`src/rtl/debug_pkg.sv`:
```
// Shared definitions for the debug unit: command bytes, FSM state codes and
// the default dump-frame header byte.
package debug_pkg;

    localparam logic [7:0] CMD_RUN  = 8'h63;  // 'c'
    localparam logic [7:0] CMD_STEP = 8'h73;  // 's'
    localparam logic [7:0] CMD_DUMP = 8'h64;  // 'd'
    localparam logic [7:0] CMD_HALT = 8'h68;  // 'h'

    localparam logic [7:0] DEFAULT_HEADER = 8'hA5;

    localparam logic [2:0] ST_IDLE = 3'd0;
    localparam logic [2:0] ST_RUN  = 3'd1;
    localparam logic [2:0] ST_STEP = 3'd2;
    localparam logic [2:0] ST_SNAP = 3'd3;
    localparam logic [2:0] ST_DUMP = 3'd4;

endpackage

```
`src/rtl/debug_tx_serializer.sv`:
```
// Holds the captured snapshot and streams it as a header byte followed by
// every word MSB-first over a valid/ready byte interface.
module debug_tx_serializer #(
    parameter int         NWORDS      = 9,
    parameter logic [7:0] HEADER_BYTE = 8'hA5
) (
    input  logic                  clk,
    input  logic                  reset,
    input  logic                  i_capture,
    input  logic [32*NWORDS-1:0]  i_words,
    input  logic                  i_start,
    input  logic                  i_tx_ready,
    output logic                  o_tx_valid,
    output logic [7:0]            o_tx_data,
    output logic                  o_done
);

    localparam int NB = 4 * NWORDS;
    localparam int CW = $clog2(NB + 1);

    logic [32*NWORDS-1:0] r_snap;
    logic                 r_valid;
    logic [7:0]           r_data;
    logic [CW-1:0]        r_idx;
    logic                 w_last;

    // idx counts data bytes already queued behind the header: word idx/4, byte idx%4
    function automatic logic [7:0] byte_at(input logic [32*NWORDS-1:0] snap,
                                           input logic [CW-1:0] idx);
        int base;
        base = 32 * int'(idx[CW-1:2]) + 8 * (3 - int'(idx[1:0]));
        return snap[base +: 8];
    endfunction

    assign w_last = (r_idx == CW'(NB));

    always_ff @(posedge clk) begin
        if (reset) begin
            r_snap  <= '0;
            r_valid <= 1'b0;
            r_data  <= 8'd0;
            r_idx   <= '0;
        end else begin
            if (i_capture)
                r_snap <= i_words;
            if (i_start && !r_valid) begin
                r_valid <= 1'b1;
                r_data  <= HEADER_BYTE;
                r_idx   <= '0;
            end else if (r_valid && i_tx_ready) begin
                if (w_last) begin
                    r_valid <= 1'b0;
                    r_data  <= 8'd0;
                    r_idx   <= '0;
                end else begin
                    r_data <= byte_at(r_snap, r_idx);
                    r_idx  <= r_idx + 1'b1;
                end
            end
        end
    end

    assign o_tx_valid = r_valid;
    assign o_tx_data  = r_data;
    assign o_done     = r_valid && i_tx_ready && w_last;

endmodule

```
`src/rtl/debug_unit.sv`:
```
// Pipeline debug controller: run/halt/single-step the pipeline and dump a
// snapshot of its probe words. Define DEBUG_CYCLE_COUNT_EN to append a cycle counter word.
module debug_unit
    import debug_pkg::*;
#(
    parameter logic [7:0] HEADER_BYTE = DEFAULT_HEADER,
    parameter int         NUM_WORDS   = 9
) (
    input  logic                    clk,
    input  logic                    reset,
    input  logic [32*NUM_WORDS-1:0] probe_words,
    input  logic                    cmd_valid,
    input  logic [7:0]              cmd_data,
    input  logic                    tx_ready,
    output logic                    tx_valid,
    output logic [7:0]              tx_data,
    output logic                    pipe_en,
    output logic                    busy
);

    logic [2:0] r_state;
    logic [2:0] w_next;
    logic       w_pipe_en;
    logic       w_done;

    assign w_pipe_en = (r_state == ST_RUN) || (r_state == ST_STEP);

`ifdef DEBUG_CYCLE_COUNT_EN
    localparam int TX_WORDS = NUM_WORDS + 1;
    logic [31:0]            r_cycle_cnt;
    logic [32*TX_WORDS-1:0] w_snap_words;

    always_ff @(posedge clk) begin
        if (reset)
            r_cycle_cnt <= 32'd0;
        else if (w_pipe_en)
            r_cycle_cnt <= r_cycle_cnt + 32'd1;
    end

    // The counter rides as the final word of the frame
    assign w_snap_words = {r_cycle_cnt, probe_words};
`else
    localparam int TX_WORDS = NUM_WORDS;
    logic [32*TX_WORDS-1:0] w_snap_words;

    assign w_snap_words = probe_words;
`endif

    always_comb begin
        w_next = r_state;
        case (r_state)
            ST_IDLE: begin
                if (cmd_valid) begin
                    if (cmd_data == CMD_RUN)
                        w_next = ST_RUN;
                    else if (cmd_data == CMD_STEP)
                        w_next = ST_STEP;
                    else if (cmd_data == CMD_DUMP)
                        w_next = ST_SNAP;
                end
            end
            ST_RUN:  if (cmd_valid && cmd_data == CMD_HALT) w_next = ST_IDLE;
            ST_STEP: w_next = ST_SNAP;
            ST_SNAP: w_next = ST_DUMP;
            ST_DUMP: if (w_done) w_next = ST_IDLE;
            default: w_next = ST_IDLE;
        endcase
    end

    always_ff @(posedge clk) begin
        if (reset)
            r_state <= ST_IDLE;
        else
            r_state <= w_next;
    end

    debug_tx_serializer #(
        .NWORDS      (TX_WORDS),
        .HEADER_BYTE (HEADER_BYTE)
    ) u_ser (
        .clk        (clk),
        .reset      (reset),
        .i_capture  (r_state == ST_SNAP),
        .i_words    (w_snap_words),
        .i_start    (r_state == ST_DUMP),
        .i_tx_ready (tx_ready),
        .o_tx_valid (tx_valid),
        .o_tx_data  (tx_data),
        .o_done     (w_done)
    );

    assign pipe_en = w_pipe_en;
    assign busy    = (r_state == ST_STEP) || (r_state == ST_SNAP) || (r_state == ST_DUMP);

endmodule

```
`config.mk`:
```
export PLATFORM = sky130hd
export DESIGN_NAME = debug_unit
export DESIGN_NICKNAME = d
export VERILOG_FILES = /design/src/rtl/debug_pkg.sv /design/src/rtl/debug_tx_serializer.sv /design/src/rtl/debug_unit.sv
export SDC_FILE = /design/constraint.sdc
export NUM_CORES = 1
export LEC_CHECK = 0
export CAP_MARGIN = 5
export CORE_ASPECT_RATIO = 1.4
export CORE_MARGIN = 5
export CORE_UTILIZATION = 45
export CTS_CLUSTER_SIZE = 28
export DETAILED_ROUTE_END_ITERATION = 8
export PLACE_DENSITY_LB_ADDON = 0.08
export SLEW_MARGIN = 10
export SYNTH_ARGS = -nofsm -noshare
export SYNTH_HDL_FRONTEND = slang
export SYNTH_SLANG_ARGS = --single-unit
```
`constraint.sdc`:
```
create_clock -name clk -period 2.98 [get_ports clk]
set_clock_uncertainty 0.2 [all_clocks]
set_input_delay 0.447 -clock clk [delete_from_list [all_inputs] [get_ports clk]]
set_output_delay 0.447 -clock clk [all_outputs]
set_load 0.05 [all_outputs]
```
# Yosys cells after proc, flatten, opt, wreduce, memory -nomap -nowiden
# Cells that the tools add are included.
word_totals:
  inputBits: 300
  memories: 0
  ram_bits: 0
  ff_bits: 306
  latch_bits: 0
  rom_bits: 0
op_classes:
  div_mod_pow: 0
  shifts: 1
  muxes: 14
  bitwise_logic: 0
  n_lt_le_gt_ge: 0
  addsub: 3
  n_eq_ne: 13
  reduce_logical: 14
  mul: 0
op_table:
  columns: ["op", "n"]
  rows:
  - ["variable part select 288 x 32 -> 8 bit", 1]
  - ["adder 10 x 32 -> 32 bit", 1]
  - ["equality test 8 x 7 -> 1 bit, second input constant", 4]
  - ["two-way mux 8 bit", 3]
  - ["two-way mux 3 bit", 6]
  - ["one-hot mux 3 bit (5 select lines)", 1]
  - ["adder 6 x 1 -> 6 bit, second input constant", 1]
  - ["equality test 3 x 2 -> 1 bit, second input constant", 2]
  - ["equality test 6 bit, second input constant", 1]
  - ["two-way mux 6 bit", 1]
  - ["logical AND 1 bit", 4]
  - ["inequality test 2 bit, second input constant", 2]
  - ["inequality test 4 bit, second input constant", 1]
  - ["AND reduction 4 bit", 1]
  - ["nonzero test 2 bit", 2]
  - ["equality test 3 x 1 -> 1 bit, second input constant", 1]
  - ["equality test 3 bit, second input constant", 1]
  - ["zero test 3 bit", 1]
  - ["logical OR 1 bit", 3]
  - ["two-way mux 1 bit", 3]
  - ["subtractor 2 x 2 -> 3 bit, first input constant", 1]
  - ["inequality test 2 x 1 -> 1 bit, second input constant", 1]
  - ["AND reduction 2 bit", 1]
  - ["OR reduction 2 bit", 1]
  - ["zero test 1 bit", 1]

# Longest topological paths before layout
logic_depth:
  ltp_word: 6
  ltp_mapped: 9
  mapped_depth_nobuf: 6

# Cells and area by module
# A second synthesis with hierarchy kept.
hier_totals:
  hier_cells: 1220
  area_unflattened_um2: 13215.2
by_module_without_submodules:
  columns: ["module", "instances", "cells_per_inst", "area_each_um2"]
  rows:
  - ["debug_tx_serializer", 1, 1188, 12971.2]
  - ["debug_unit", 1, 32, 244.0]

# Least setup slack after synthesis
# OpenSTA, ideal clock, no wires.
synth_timing:
  path_type: "register -> register"
  startpoint: "register u_ser.r_idx[0]"
  endpoint: "register u_ser.r_data[1] (netlist: u_ser.o_tx_data[1])"
  path_stages_with_launch: 8
  slack_ns: 0.768
  arrival_time_ns: 1.890
  setup_time_ns: 0.122
  t_required_ns: 2.658
  synth_period_minus_slack_ns: 2.212
  path_cell_list: "dfxtp_1 buf_2 buf_2 buf_2 mux4_2 a32oi_1 nand3_1 a221o_1"
synth_between:
  elab_chain_len: 4
  elab_cells_between_ends: 5
  classes_between: "add/sub: 2; eq/ne: 1; shift: 1; mux: 1"
synth_rtl:
  columns: ["item", "line", "source"]
  rows:
  - ["start: declaration", "debug_tx_serializer.sv:24", "logic [CW-1:0] r_idx;"]
  - ["start signal: assignment", "debug_tx_serializer.sv:57", "r_idx <= r_idx + 1'b1;"]
  - ["subtractor 2 x 2 -> 3 bit", "debug_tx_serializer.sv:31", "base = 32 * int'(idx[CW-1:2]) + 8 * (3 - int'(idx[1:0]));"]
  - ["adder 10 x 32 -> 32 bit", "debug_tx_serializer.sv:31", null]
  - ["variable part select 288 x 32 -> 8 bit", "debug_tx_serializer.sv:32", "return snap[base +: 8];"]
  - ["two-way mux 8 bit *", "debug_tx_serializer.sv:51", "if (w_last) begin"]
  - ["end signal: assignment", "debug_tx_serializer.sv:56", "r_data <= byte_at(r_snap, r_idx);"]
  - ["end: declaration", "debug_tx_serializer.sv:23", "logic [7:0] r_data;"]
# Mark *: on every way between the ends. The rest lies on a longest branch, timed or not.
# A chain may end at the register's enable or synchronous reset.

# Worst setup path in the final report
layout_timing:
  startpoint: "register r_state[1]"
  endpoint: "output pipe_en"
layout_between:
  elab_chain_len: 2
  elab_cells_between_ends: 3
  classes_between: "eq/ne: 2; reduce/logical: 1"
layout_rtl:
  columns: ["item", "line", "source"]
  rows:
  - ["start: declaration", "debug_unit.sv:21", "logic [2:0] r_state;"]
  - ["start signal: assignment", "debug_unit.sv:74", "r_state <= w_next;"]
  - ["equality test 3 x 1 -> 1 bit / equality test 3 x 2 -> 1 bit (equally long branches)", "debug_unit.sv:26", "assign w_pipe_en = (r_state == ST_RUN) || (r_state == ST_STEP);"]
  - ["logical OR 1 bit *", "debug_unit.sv:26", null]
  - ["end: declaration", "debug_unit.sv:17", "output logic pipe_en,"]
# Marks and branches as above.

==> impl_metrics.tcl <==
set metrics [dict create \
    status "finished, final reports clean" \
    synth.yosys.seq_area_share 0.475 \
    post_dp_cell_area_mm2 0.0162 \
    starting_drc_count_in_detailed_routing 755 \
    hold_depth 4 \
    areaGrowthSynthToFinish_pct 34.5 \
    clockPowerShare 0.456 \
    post_synth_fa_ha_maj_area_fraction 0.00194 \
    netlist-cell-type-count 44 \
    vdd_ir_drop_max_uv 492 \
    global_route_wire_length_before_repair_um 61500 \
    boundaryPins 311 \
    final_max_slew_viol_count 0 \
    timing_hold_violations_final 0 \
    internal_dissipation_mw 7.15 \
    setup_viol_count_final 0 \
    post_cts.resized_instances 1 \
    tritoncts "built" \
    sinks_on_clock_net 306 \
    timing.max_slew.rel_slack 0.303 \
    num-nets-final 2076 \
    layout_worst_path_cycle_share 0.936 \
    port_buffers 310 \
    arrival_ns 2.14 \
    fraction_of_layout_cells_with_a_size_suffix_above_1 0.0874 \
    synth_flop_cell "dfxtp_1" \
    crit_slowest_cell "clkdlybuf4s50_1" \
    fin_setup_tns_ns 0 \
    floorplan.initialDensity 0.456 \
    critical_path.reg2reg.startpoint "u_ser.r_idx[2]" \
    cts_buffer_depth 3 \
    dr_total_vias 11500 \
    grt_pass1_vias 11300 \
    power.density_mw_per_mm2 529 \
    place.detailed.hpwl_um 28600 \
    number_of_antenna_violations_at_the_first_check_in_global_routing 3 \
    global_route.usage.total 0.237 \
    clk_root_buffer_cell "clkbuf_16" \
    crit_type "flop to output port" \
    mappedNetlistArea_mm2 0.0129 \
    synth_compound_gate_area_share 0.142 \
    numCtsBuffers 30 \
    wl_per_cell_um 18.3 \
    highest_fanout_seen_on_the_critical_path 9 \
    combinationalPowerShare 0.086 \
    timing.hold.worst.class "input port to flop" \
    coreArea_mm2 0.0283 \
    die_area_mm2 0.0322 \
    route.final.wire_length_um 39900 \
    critical_path_start_type "flop" \
    max_frequency_ghz 0.359 \
    worstSetupEndpointType "output port" \
    power.static_leakage_nw 5.65 \
    hold-path-endpoint "u_ser.r_idx[2]" \
    cts-htree-levels 1 \
    fillerInstances 2574 \
    post_synth_mux_area_share 0.133 \
    max-cap-violations 0 \
    switching_power_mw 2.02 \
    synth_enable_flop_cells 0 \
    clkLatencyLatePin_ns 0.55 \
    crit_path_max_incr_delay_ns 0.82 \
    final_gp_congestion 0.857 \
    ys_async_sr_fraction 0 \
    die_height_um 210 \
    path_buf_inv 1 \
    die-width_um 153 \
    ys_seq_elements 306 \
    p_seq_frac 0.458 \
    hold_start "reset" \
    crit_path_cells "xnor2_1 > nor2_1 > clkdlybuf4s50_1" \
    clkSlewWorstSetupHoldPaths_ns 0.07 \
    floorplan_row_count 73 \
    timing.critical_path.required_ns 2.33 \
    timing.critical_path.max_delay_family "buffers and inverters" \
    synthesis.instances 1537 \
    synthesis.nets 1839 \
    post_synth_and_or_nand_nor_area_fraction 0.202 \
    globalRoute.totalOverflow 0 \
    maximum_number_of_pins_on_one_net_before_global_route_repair 142 \
    timing_worst_slew_pin_value_ns 1.05 \
    r2r.worst_path.cells 4 \
    synthesized_area_fraction_occupied_by_xor_and_xnor_cells 0.00340 \
    combinational_family_with_the_most_area_after_synthesis "simple AND/OR/NAND/NOR gates" \
    syn-mean-instance-area_um2 8.39 \
    remaining_drc_errors 0 \
    synth_warnings 0 \
    firstDrtPassIters 7 \
    final_util 0.613 \
    ff2ff_setup_slack_ns 0.43 \
    finish.instance_area_mm2 0.0173 \
    detail-route-antenna-nets 0 \
    swShare 0.220 \
    vias_per_cell 5.30 \
    unrepaired_setup_endpoints_after_global_routing "no" \
    layout_min_cycle_time_ns 2.79 \
    post_cts.repair.setup_buffers 0 \
    cts_hold_buffers 0 \
    r2r-end "u_ser.o_tx_data[6]" \
]
==> cell families (layout without fill, tap and decap cells) <==
kind of cell	Yosys count	count (layout)
compound gates	342	342
xor+xnor	5	5
fa+ha+maj	2	2
buf+inv	132	392
flops	306	306
mux	85	85
other cells	0	2
simple gates	665	665
==> placed cells by master (no fill, tap or decap), types with 3 or more instances in the layout <==
cell type	count
nand2_1	610
clkdlybuf4s50_1	308
dfxtp_1	303
a21oi_1	294
mux4_2	69
clkbuf_16	32
a22oi_1	16
nor2_1	15
mux2i_1	12
buf_4	12
nor3_1	8
nand3_1	8
clkinv_2	8
buf_12	8
inv_1	6
o21ai_0	6
bufinv_16	6
o211ai_1	5
a211o_1	5
xor2_1	4
mux2_2	4
a32oi_1	4
clkinvlp_4	4
nor4_1	3
nand4_1	3
a221o_1	3
clkbuf_8	3
==> synthesized netlist by cell type, types with 2 or more instances <==
cell	n	area share
nand2_1	610	0.18
dfxtp_1	306	0.47
a21oi_1	294	0.11
clkbuf_1	94	0.027
mux4_2	69	0.12
buf_2	17	0.0066
a22oi_1	16	0.0093
nor2_1	15	0.0044
mux2i_1	12	0.0093
buf_1	10	0.0029
nand3_1	9	0.0035
nor3_1	8	0.0031
inv_1	6	0.0017
o21ai_0	6	0.0023
a211o_1	5	0.0034
o211ai_1	5	0.0029
a32oi_1	4	0.0027
mux2_2	4	0.0035
xor2_1	4	0.0027
a221o_1	3	0.0023
buf_6	3	0.0026
nand4_1	3	0.0015
nor4_1	3	0.0015
a21boi_0	2	0.0012
a311oi_1	2	0.0014
a31oi_1	2	0.00097
and2_1	2	0.00097
ha_1	2	0.0019
nand3b_1	2	0.0012
nor4b_1	2	0.0014
nor4b_2	2	0.0023
or2_2	2	0.00097
or3_1	2	0.00097
==> sequential cells by signal, summed over array words and instances (netlist names) <==
| name | cells |
|---|---|
| u_ser.o_tx_data | 8 |
| u_ser.o_tx_valid | 1 |
| u_ser.r_idx | 6 |
| u_ser.r_snap | 288 |
| r_state | 3 |
==> tightest hold or removal path: stages <==
cell and delay, ns:
buf_8 0.11, nor2_1 0.10, nand2_1 0.15, nor2_1 0.06
==> worst max path at each step <==
stage	start	end	slack, ns	cells past startpoint
final	r_state[1]	pipe_en	0.19	3
after global routing	r_state[1]	pipe_en	0.08	3
after floorplan	u_ser.r_idx[0]	u_ser.o_tx_data[1]	0.77	7
after detailed placement	u_ser.r_idx[2]	u_ser.o_tx_data[6]	0.39	4
after global placement	u_ser.r_idx[2]	u_ser.o_tx_data[6]	0.41	4
after CTS	r_state[1]	pipe_en	0.15	3
==> stage by stage <==
step / hold slack, ns / cells / total power [mW] / worst slack [ns]
2_1_floorplan: 0.233 / 1537 / 4.57 / 0.768
3_3_place_gp: 0.239 / 2117 / 5.08 / 0.410
3_5_place_dp: 0.243 / 2117 / 5.08 / 0.386
4_1_cts: 0.153 / 2172 / 9.24 / 0.151
5_1_grt: 0.174 / 2174 / 9.48 / 0.0752
6_report: 0.172 / 2174 / 9.17 / 0.191
==> routing by layer <==
layer | share of wire | GRT usage | vias to the layer above | wire length [um]
met5 | 0.00048 | 0 | - | 19
met4 | 0.038 | 0.0922 | 2 | 1510
met3 | 0.065 | 0.0462 | 71 | 2590
met2 | 0.51 | 0.417 | 350 | 20200
met1 | 0.39 | 0.287 | 5426 | 15500
li1 | - | - | 5680 | -
==> area by class of cell <==
cell class,instances,area [um2],area share
Multi-Input combinational cell,1099,6250,0.360
Tap cell,375,469,0.0271
Timing Repair Buffer,330,3360,0.194
Clock inverter,19,259,0.0149
Inverter,7,26.3,0.00151
Clock buffer,36,846,0.0488
Sequential cell,306,6130,0.354
Antenna cell,2,5.00,0.000289
==> power groups by stage <==
stage               combinational [mW]  sequential [mW]  clock (mW)
floorplan                        0.303             4.26           0
global placement                 0.790             4.29           0
detailed placement               0.791             4.29           0
CTS                              0.794             4.20        4.25
global route                     0.845             4.21        4.43
finish                           0.787             4.20        4.18
Note: power is estimated with default switching activity, not from simulation.
